[src/rtl/uart_tx_arbiter.sv]
// uart_tx_arbiter
// Round-robin arbiter that lets several word sources share one UART
// transmitter. A grant is held for a whole packet. It is released on the
// word flagged last, on reaching a maximum word count, or when the granted
// source stalls for too long.
//
// Ports
//   clk          rising-edge clock
//   rst          synchronous, active-high reset
//   req_valid    per-requester word available
//   req_data     requester i word in bits [i*WORD_WIDTH +: WORD_WIDTH]
//   req_last     per-requester "current word ends packet"
//   req_ready    per-requester "word consumed this cycle" (combinational)
//   tx_dout      word presented to the transmitter (combinational)
//   tx_empty     no word for the transmitter (combinational)
//   tx_re        transmitter reads tx_dout
//   busy         a grant is held
//   grant_id     current grant while locked, last grant while idle
//   err_timeout  one-cycle pulse after a stall-timeout release
module uart_tx_arbiter #(
    parameter int unsigned NUM_REQ          = 4,
    parameter int unsigned WORD_WIDTH       = 8,
    parameter int unsigned MAX_PACKET_WORDS = 256,
    parameter int unsigned IDLE_TIMEOUT     = 1024,
    localparam int unsigned ID_WIDTH        = $clog2(NUM_REQ)
) (
    input  logic                          clk,
    input  logic                          rst,
    input  logic [NUM_REQ-1:0]            req_valid,
    input  logic [NUM_REQ*WORD_WIDTH-1:0] req_data,
    input  logic [NUM_REQ-1:0]            req_last,
    output logic [NUM_REQ-1:0]            req_ready,
    output logic [WORD_WIDTH-1:0]         tx_dout,
    output logic                          tx_empty,
    input  logic                          tx_re,
    output logic                          busy,
    output logic [ID_WIDTH-1:0]           grant_id,
    output logic                          err_timeout
);

    localparam int unsigned WCNT_W  = $clog2(MAX_PACKET_WORDS + 1);
    localparam int unsigned STALL_W = $clog2(IDLE_TIMEOUT + 1);

    typedef enum logic [0:0] {
        IDLE   = 1'b0,
        LOCKED = 1'b1
    } state_t;

    state_t               state, state_n;
    logic [ID_WIDTH-1:0]  grant, grant_n;
    logic [ID_WIDTH-1:0]  last_grant, last_grant_n;
    logic [WCNT_W-1:0]    word_cnt, word_cnt_n;
    logic [STALL_W-1:0]   stall_cnt, stall_cnt_n;
    logic                 err_n;

    logic                 found;
    logic [ID_WIDTH-1:0]  pick;
    logic                 grant_valid;
    logic                 grant_last;
    logic                 xfer;
    logic [WCNT_W-1:0]    word_inc;
    logic [STALL_W-1:0]   stall_inc;

    // Round-robin pick: first valid requester after last_grant, with wrap.
    always_comb begin
        int unsigned cand;
        found = 1'b0;
        pick  = '0;
        cand  = 0;
        for (int unsigned off = 1; off <= NUM_REQ; off++) begin
            cand = (32'(last_grant) + off) % NUM_REQ;
            if (!found && req_valid[ID_WIDTH'(cand)]) begin
                found = 1'b1;
                pick  = ID_WIDTH'(cand);
            end
        end
    end

    // Granted requester's valid/last/data, selected with a constant-index mux.
    always_comb begin
        grant_valid = 1'b0;
        grant_last  = 1'b0;
        tx_dout     = '0;
        for (int i = 0; i < int'(NUM_REQ); i++) begin
            if (ID_WIDTH'(i) == grant) begin
                grant_valid = req_valid[i];
                grant_last  = req_last[i];
                if (state == LOCKED) begin
                    tx_dout = req_data[i*int'(WORD_WIDTH) +: WORD_WIDTH];
                end
            end
        end
    end

    // A read against an empty output is ignored; reset suppresses consumption
    // in the cycle it is asserted so an abandoned packet loses no word.
    assign xfer      = (state == LOCKED) && tx_re && grant_valid && !rst;
    assign word_inc  = word_cnt + WCNT_W'(1);
    assign stall_inc = stall_cnt + STALL_W'(1);

    // Handshake and status outputs.
    always_comb begin
        req_ready = '0;
        if (xfer) begin
            req_ready[grant] = 1'b1;
        end
        tx_empty = (state == LOCKED) ? !grant_valid : 1'b1;
        busy     = (state == LOCKED);
        grant_id = (state == LOCKED) ? grant : last_grant;
    end

    // State register.
    always_ff @(posedge clk) begin
        if (rst) begin
            state       <= IDLE;
            grant       <= ID_WIDTH'(NUM_REQ - 1);
            last_grant  <= ID_WIDTH'(NUM_REQ - 1);
            word_cnt    <= '0;
            stall_cnt   <= '0;
            err_timeout <= 1'b0;
        end else begin
            state       <= state_n;
            grant       <= grant_n;
            last_grant  <= last_grant_n;
            word_cnt    <= word_cnt_n;
            stall_cnt   <= stall_cnt_n;
            err_timeout <= err_n;
        end
    end

    // Next-state logic.
    always_comb begin
        state_n      = state;
        grant_n      = grant;
        last_grant_n = last_grant;
        word_cnt_n   = word_cnt;
        stall_cnt_n  = stall_cnt;
        err_n        = 1'b0;

        unique case (state)
            IDLE: begin
                if (found) begin
                    state_n     = LOCKED;
                    grant_n     = pick;
                    word_cnt_n  = '0;
                    stall_cnt_n = '0;
                end
            end
            LOCKED: begin
                if (xfer) begin
                    // A transfer always clears the stall count, so it wins
                    // over a timeout that would otherwise land this cycle.
                    word_cnt_n  = word_inc;
                    stall_cnt_n = '0;
                    if (grant_last || (word_inc == WCNT_W'(MAX_PACKET_WORDS))) begin
                        state_n      = IDLE;
                        last_grant_n = grant;
                    end
                end else if (!grant_valid) begin
                    stall_cnt_n = stall_inc;
                    if (stall_inc == STALL_W'(IDLE_TIMEOUT)) begin
                        state_n      = IDLE;
                        last_grant_n = grant;
                        stall_cnt_n  = '0;
                        err_n        = 1'b1;
                    end
                end
            end
            default: begin
                state_n = IDLE;
            end
        endcase
    end

endmodule
[config.mk]
export PLATFORM = sky130hd
export DESIGN_NAME = uart_tx_arbiter
export DESIGN_NICKNAME = d
export VERILOG_FILES = /design/src/rtl/uart_tx_arbiter.sv
export SDC_FILE = /design/constraint.sdc
export NUM_CORES = 1
export LEC_CHECK = 0
export BUFFER_PORTS_ARGS = -buffer_cell sky130_fd_sc_hd__buf_2
export CAP_MARGIN = 10
export CORE_UTILIZATION = 56
export CTS_CLUSTER_DIAMETER = 120
export CTS_CLUSTER_SIZE = 14
export DETAILED_ROUTE_END_ITERATION = 7
export MAX_ROUTING_LAYER = met4
export PLACE_DENSITY = 0.94
export SETUP_SLACK_MARGIN = 0.2
export SYNTH_ARGS = -nofsm -noshare
export SYNTH_HDL_FRONTEND = slang
export SYNTH_SLANG_ARGS = --single-unit
[constraint.sdc]
create_clock -name clk -period 6.3 [get_ports clk]
set_input_delay 1.26 -clock clk [delete_from_list [all_inputs] [get_ports clk]]
set_output_delay 1.26 -clock clk [all_outputs]
set_load 0.02 [all_outputs]
======== Yosys cells after proc, flatten, opt, wreduce, memory -nomap -nowiden ========
Cells that the tools add are included.
cells by class
  add/sub/neg operators ................... 6
  order comparisons ....................... 6
  eq/ne operators ......................... 10
  mux-type cells .......................... 56
  bitwise logic cells ..................... 1
  reduce and logical (&&, ||, !) cells .... 20
operators by type and width
  operator                                               count
  two-way mux 8 bit                                      8
  two-way mux 11 bit                                     4
  two-way mux 1 bit                                      24
  one-hot mux 11 bit (2 select lines)                    1
  two-way mux 2 bit                                      9
  two-way mux 9 bit                                      2
  one-hot mux 9 bit (2 select lines)                     1
  < comparator 2 x 3 -> 1 bit, second input constant     5
  adder 11 x 1 -> 11 bit, second input constant          1
  == test 11 bit, second input constant                  1
  adder 9 x 1 -> 9 bit, second input constant            1
  == test 9 bit, second input constant                   1
  binary-select mux 1 bit (select 2 bit)                 4
  logical AND 1 bit                                      7
  inequality test 2 x 1 -> 1 bit, second input constant  3
  AND reduction 2 bit                                    3
  logical NOT 1 bit                                      5
  adder 2 x 1 -> 2 bit, second input constant            2
  adder 2 bit, second input constant                     2
  == test 2 bit, first input constant                    2
  two-way mux 4 bit                                      1
  AND reduction 4 bit                                    1
  OR reduction 4 bit                                     1
  inequality test 3 x 2 -> 1 bit, second input constant  1
  9 further kinds                                        9
word-level totals
  bits in registers ....................... 26
  input bits .............................. 43

======== Longest topological paths before layout ========
  word-level depth ........................ 15
  mapped depth ............................ 9
  mapped depth without buffers ............ 8

======== Worst setup path after synthesis ========
Ideal clock, no wire load.
  path kind ............................... input -> output
  start ................................... in req_valid[1]
  end ..................................... out req_ready[1]
  data arrival time ....................... 2.632 ns
  required time ........................... 5.040 ns
  setup slack ............................. 2.408 ns
  stages on the path ...................... 6
  path buffers ............................ 2
  cells stage by stage .................... mux4_2 > nand2_2 > or2_1 > buf_4 > buf_2 > nor3b_1
between the ends
  cells in the longest elaborated chain, start to end .. 6
RTL lines
  element                          line  RTL
  from (decl)                      29    input logic [NUM_REQ-1:0] req_valid,
  two-way mux 1 bit (3 in series)  85    if (ID_WIDTH'(i) == grant) begin
  logical AND 1 bit (2 in series)  97    assign xfer = (state == LOCKED) && tx_re && grant_valid && !rst;
  two-way mux 4 bit                104   if (xfer) begin
  to (decl)                        32    output logic [NUM_REQ-1:0] req_ready,
Every way passes these cells.

======== Final worst setup path ========
  start ................................... in req_valid[3]
  end ..................................... out req_ready[1]
between the ends
  cells in the longest elaborated chain, start to end .. 4
RTL lines
  element                          line
  two-way mux 1 bit                85
  logical AND 1 bit (2 in series)  97
  two-way mux 4 bit                104
Every way passes these cells.

==> run metrics <==
Max stage delay on crit path=around 530 ps; hold slack=approximately 520 ps; sequential cell area=520 sq um; post-synthesis xor/xnor area fraction=around 1.3%; via/cell ratio=~6; initial antenna violation count=0; Design Area, Final=between 2000 and 2500 sq um; Setup TNS=0 ps; Post-DP HPWL=about 3.7 mm; achievable frequency=0.248 GHz; gr usage total=between 20 and 30%; I/O pin count=60; required time of the critical path=5040 ps; Die Span Y=61.3 um; Post-Synth Simple-Gate Area=between 30% and 40%; RSZ-0062 raised after global routing=false; detailed router's first-iteration violation count=approximately 150; # clock sinks=26; Synth Area in Adders=1.91%; most frequent cells in the layout=buf_2, nor2_1, dfxtp_1, a21oi_1; Mapped Area=about 2000 sq um; max cap viols=0; fill cell count=approximately 290; Synth Area per Inst=slightly below 8 sq um; final slew viol count=0; Core Area=~3400 sq um; CP delay by family, top=simple AND/OR/NAND/NOR gates; Synth Area in Compound Gates=between 10% and 20%; RePlAce Congestion=0.928; die area=around 3800 sq um; Mapped Nets=roughly 300; warnings from Yosys=0; Die Span X=slightly above 60 um; CP Class=in2out; DRT Wirelength=5.06 mm; WP data arrival=about 2800 ps; remaining routing DRC violations=0; endpoints failing hold=0; worst-path fanout max=16; Global Route met1 Usage=about a third; run status=finished, final reports clean; Top cell by count, worst path=buf_2; DR WL/cell=approximately 15 um; Worst setup EP type=output port; met2 usage=between 40 and 50%; worst path bufs/invs=2; placed cell area=between 2000 and 2500 sq um; largest family of logic cells by synthesized area=simple AND/OR/NAND/NOR gates; Power Dens Cells=roughly 160 nW/um^2; H-tree Lvls=1; area grow syn2layout=15.5%; register area share after synthesis=26.4%; met3 Resource Use GR=6.30%; TritonRoute pass-1 iters=4; Layout Utilization=67.6%; Static Leak=0.881 nW; busiest grt layer=met2; Antenna Nets Post-Route=0; CTS max path bufs=2; top_reg_cell synth=dfxtp_1; cell count after synthesis=249; final cycle utilization of the critical path=64.0%; critical path cell sequence=buf_2 > mux4_2 > nand2_2 > or2_1 > nor3b_1 > buf_2; first-pass GRT wire length=roughly 7.8 mm; Max IR drop VDD=between 0.09 and 0.1 mV; number of synthesized register bits=26; Slew headroom=between 40% and 50%; Synth cell types=46; Worst path slowest cell=mux4_2; min cycle time layout=4030 ps; Hold Crit Class=reg2reg; antenna cells=0; Via Count=2,062; cell row count=21; vias in the first global route=1,810; async set or reset register ratio after synthesis=0%; TritonCTS Buffers=3; clock-pin slew on the worst setup and hold paths=~140 ps; Total Nets Final=approximately 340; clock latency on the worst-skew pair=roughly 320 ps; layout cells sized above 1=28.2%; GRT overflow=0; Slew @ Worst Pin=802 ps; area of the multi-input gates=approximately 1300 sq um; CTS tree=done; final setup violation count=0; number of synthesized flops with an enable pin=0; most common cell after layout, fill and taps aside=buf_2; Initial Utilization=around 60%; post-CTS resize count=0; number of port buffers=59; cell chosen for the clock root=clkbuf_4; setup bufs post-CTS=0; crit path launch type=input pin; hold_buf cts=0; Worst Clk Skew=~6.8 ps; largest net degree at the start of global routing=30; post-synthesis mux area share=roughly 14%
-- logic make-up after synthesis --
logic type               after synthesis
AO/OA/AOI/OAI                         60
XOR/XNOR                               3
adder cells (fa/ha/maj)                3
buffers and inverters                 22
flip-flops                            26
multiplexers                          14
AND/OR/NAND/NOR                      121
-- layer usage --
metal  up-vias  share of wire, %  routed length, um
li1       1003                 -                  -
met1       990                40               2050
met2        57                54               2710
met3        12               4.1                209
met4         0               1.9                 94
met5         -                 0                  0
-- final timing paths --
check                           slack [ps]          start            end  cells after the start
worst max register to register        3370       grant[0]   stall_cnt[1]                      6
worst min-delay path                   520  stall_cnt[10]  stall_cnt[10]                      2
worst min register to register         520  stall_cnt[10]  stall_cnt[10]                      2
worst max-delay path                  2270   req_valid[3]   req_ready[1]                      6
-- power breakdown --
group / leakage, nW / switching (W) / internal [W] / total, W
registers: 0.211 / 0.0000131 / 0.000167 / 0.000180
clock network: 0.0210 / 0.0000511 / 0.0000354 / 0.0000864
logic: 0.649 / 0.0000442 / 0.0000436 / 0.0000878
total: 0.881 / 0.000108 / 0.000246 / 0.000355
-- Yosys cell counts, types with 2 or more instances --
cell / n / area, sq um
a21oi_1: 23 / 115
nor3_1: 8 / 40.0
nand2b_1: 6 / 37.5
nor2_1: 31 / 116
nand4_1: 3 / 18.8
a31oi_1: 8 / 50.1
xnor2_1: 3 / 26.3
buf_2: 5 / 25.0
nand2_2: 2 / 12.5
or4_1: 2 / 15.0
mux2_2: 2 / 22.5
nor3b_1: 2 / 15.0
or2_1: 2 / 12.5
nand3b_1: 3 / 22.5
nor2b_1: 5 / 31.3
nand3_1: 13 / 65.1
dfxtp_1: 26 / 521
clkbuf_1: 11 / 41.3
or3_1: 7 / 43.8
mux4_2: 10 / 225
a211o_1: 2 / 17.5
nor4_1: 2 / 12.5
mux2i_1: 2 / 20.0
and2_1: 8 / 50.1
ha_1: 3 / 37.5
a211oi_1: 3 / 22.5
nand2_1: 16 / 60.1
and3_1: 6 / 37.5
inv_1: 3 / 11.3
o21ai_0: 16 / 80.1
-- flip-flops by register name (all words and copies together), names as in the netlist --
signal and count:
stall_cnt 11, word_cnt 9, grant 2, last_grant 2
busy 1, err_timeout 1
-- area by class of cell --
| class | count | area share (%) |
|---|---|---|
| Clock buffer | 4 | 1.60 |
| Sequential cell | 26 | 22.9 |
| Inverter | 3 | 0.495 |
| Timing Repair Buffer | 60 | 13.2 |
| Multi-Input combinational cell | 201 | 59.3 |
| Tap cell | 46 | 2.53 |
-- stage by stage --
stage,setup WS (ps),power (W),instances
6_report,2270,0.000355,340
3_5_place_dp,2290,0.000270,335
3_3_place_gp,2360,0.000266,335
2_1_floorplan,2410,0.000242,249
5_1_grt,2100,0.000373,340
4_1_cts,2290,0.000356,339
-- worst reg2reg max path, cell delays in order, from the launching register on --
cell     delay, ps
dfxtp_1        870
mux4_2         660
nand2_2        120
or2_1          440
nand2_2        130
or4b_1         490
a21oi_1        150
Power figures use the tool's default switching activity.
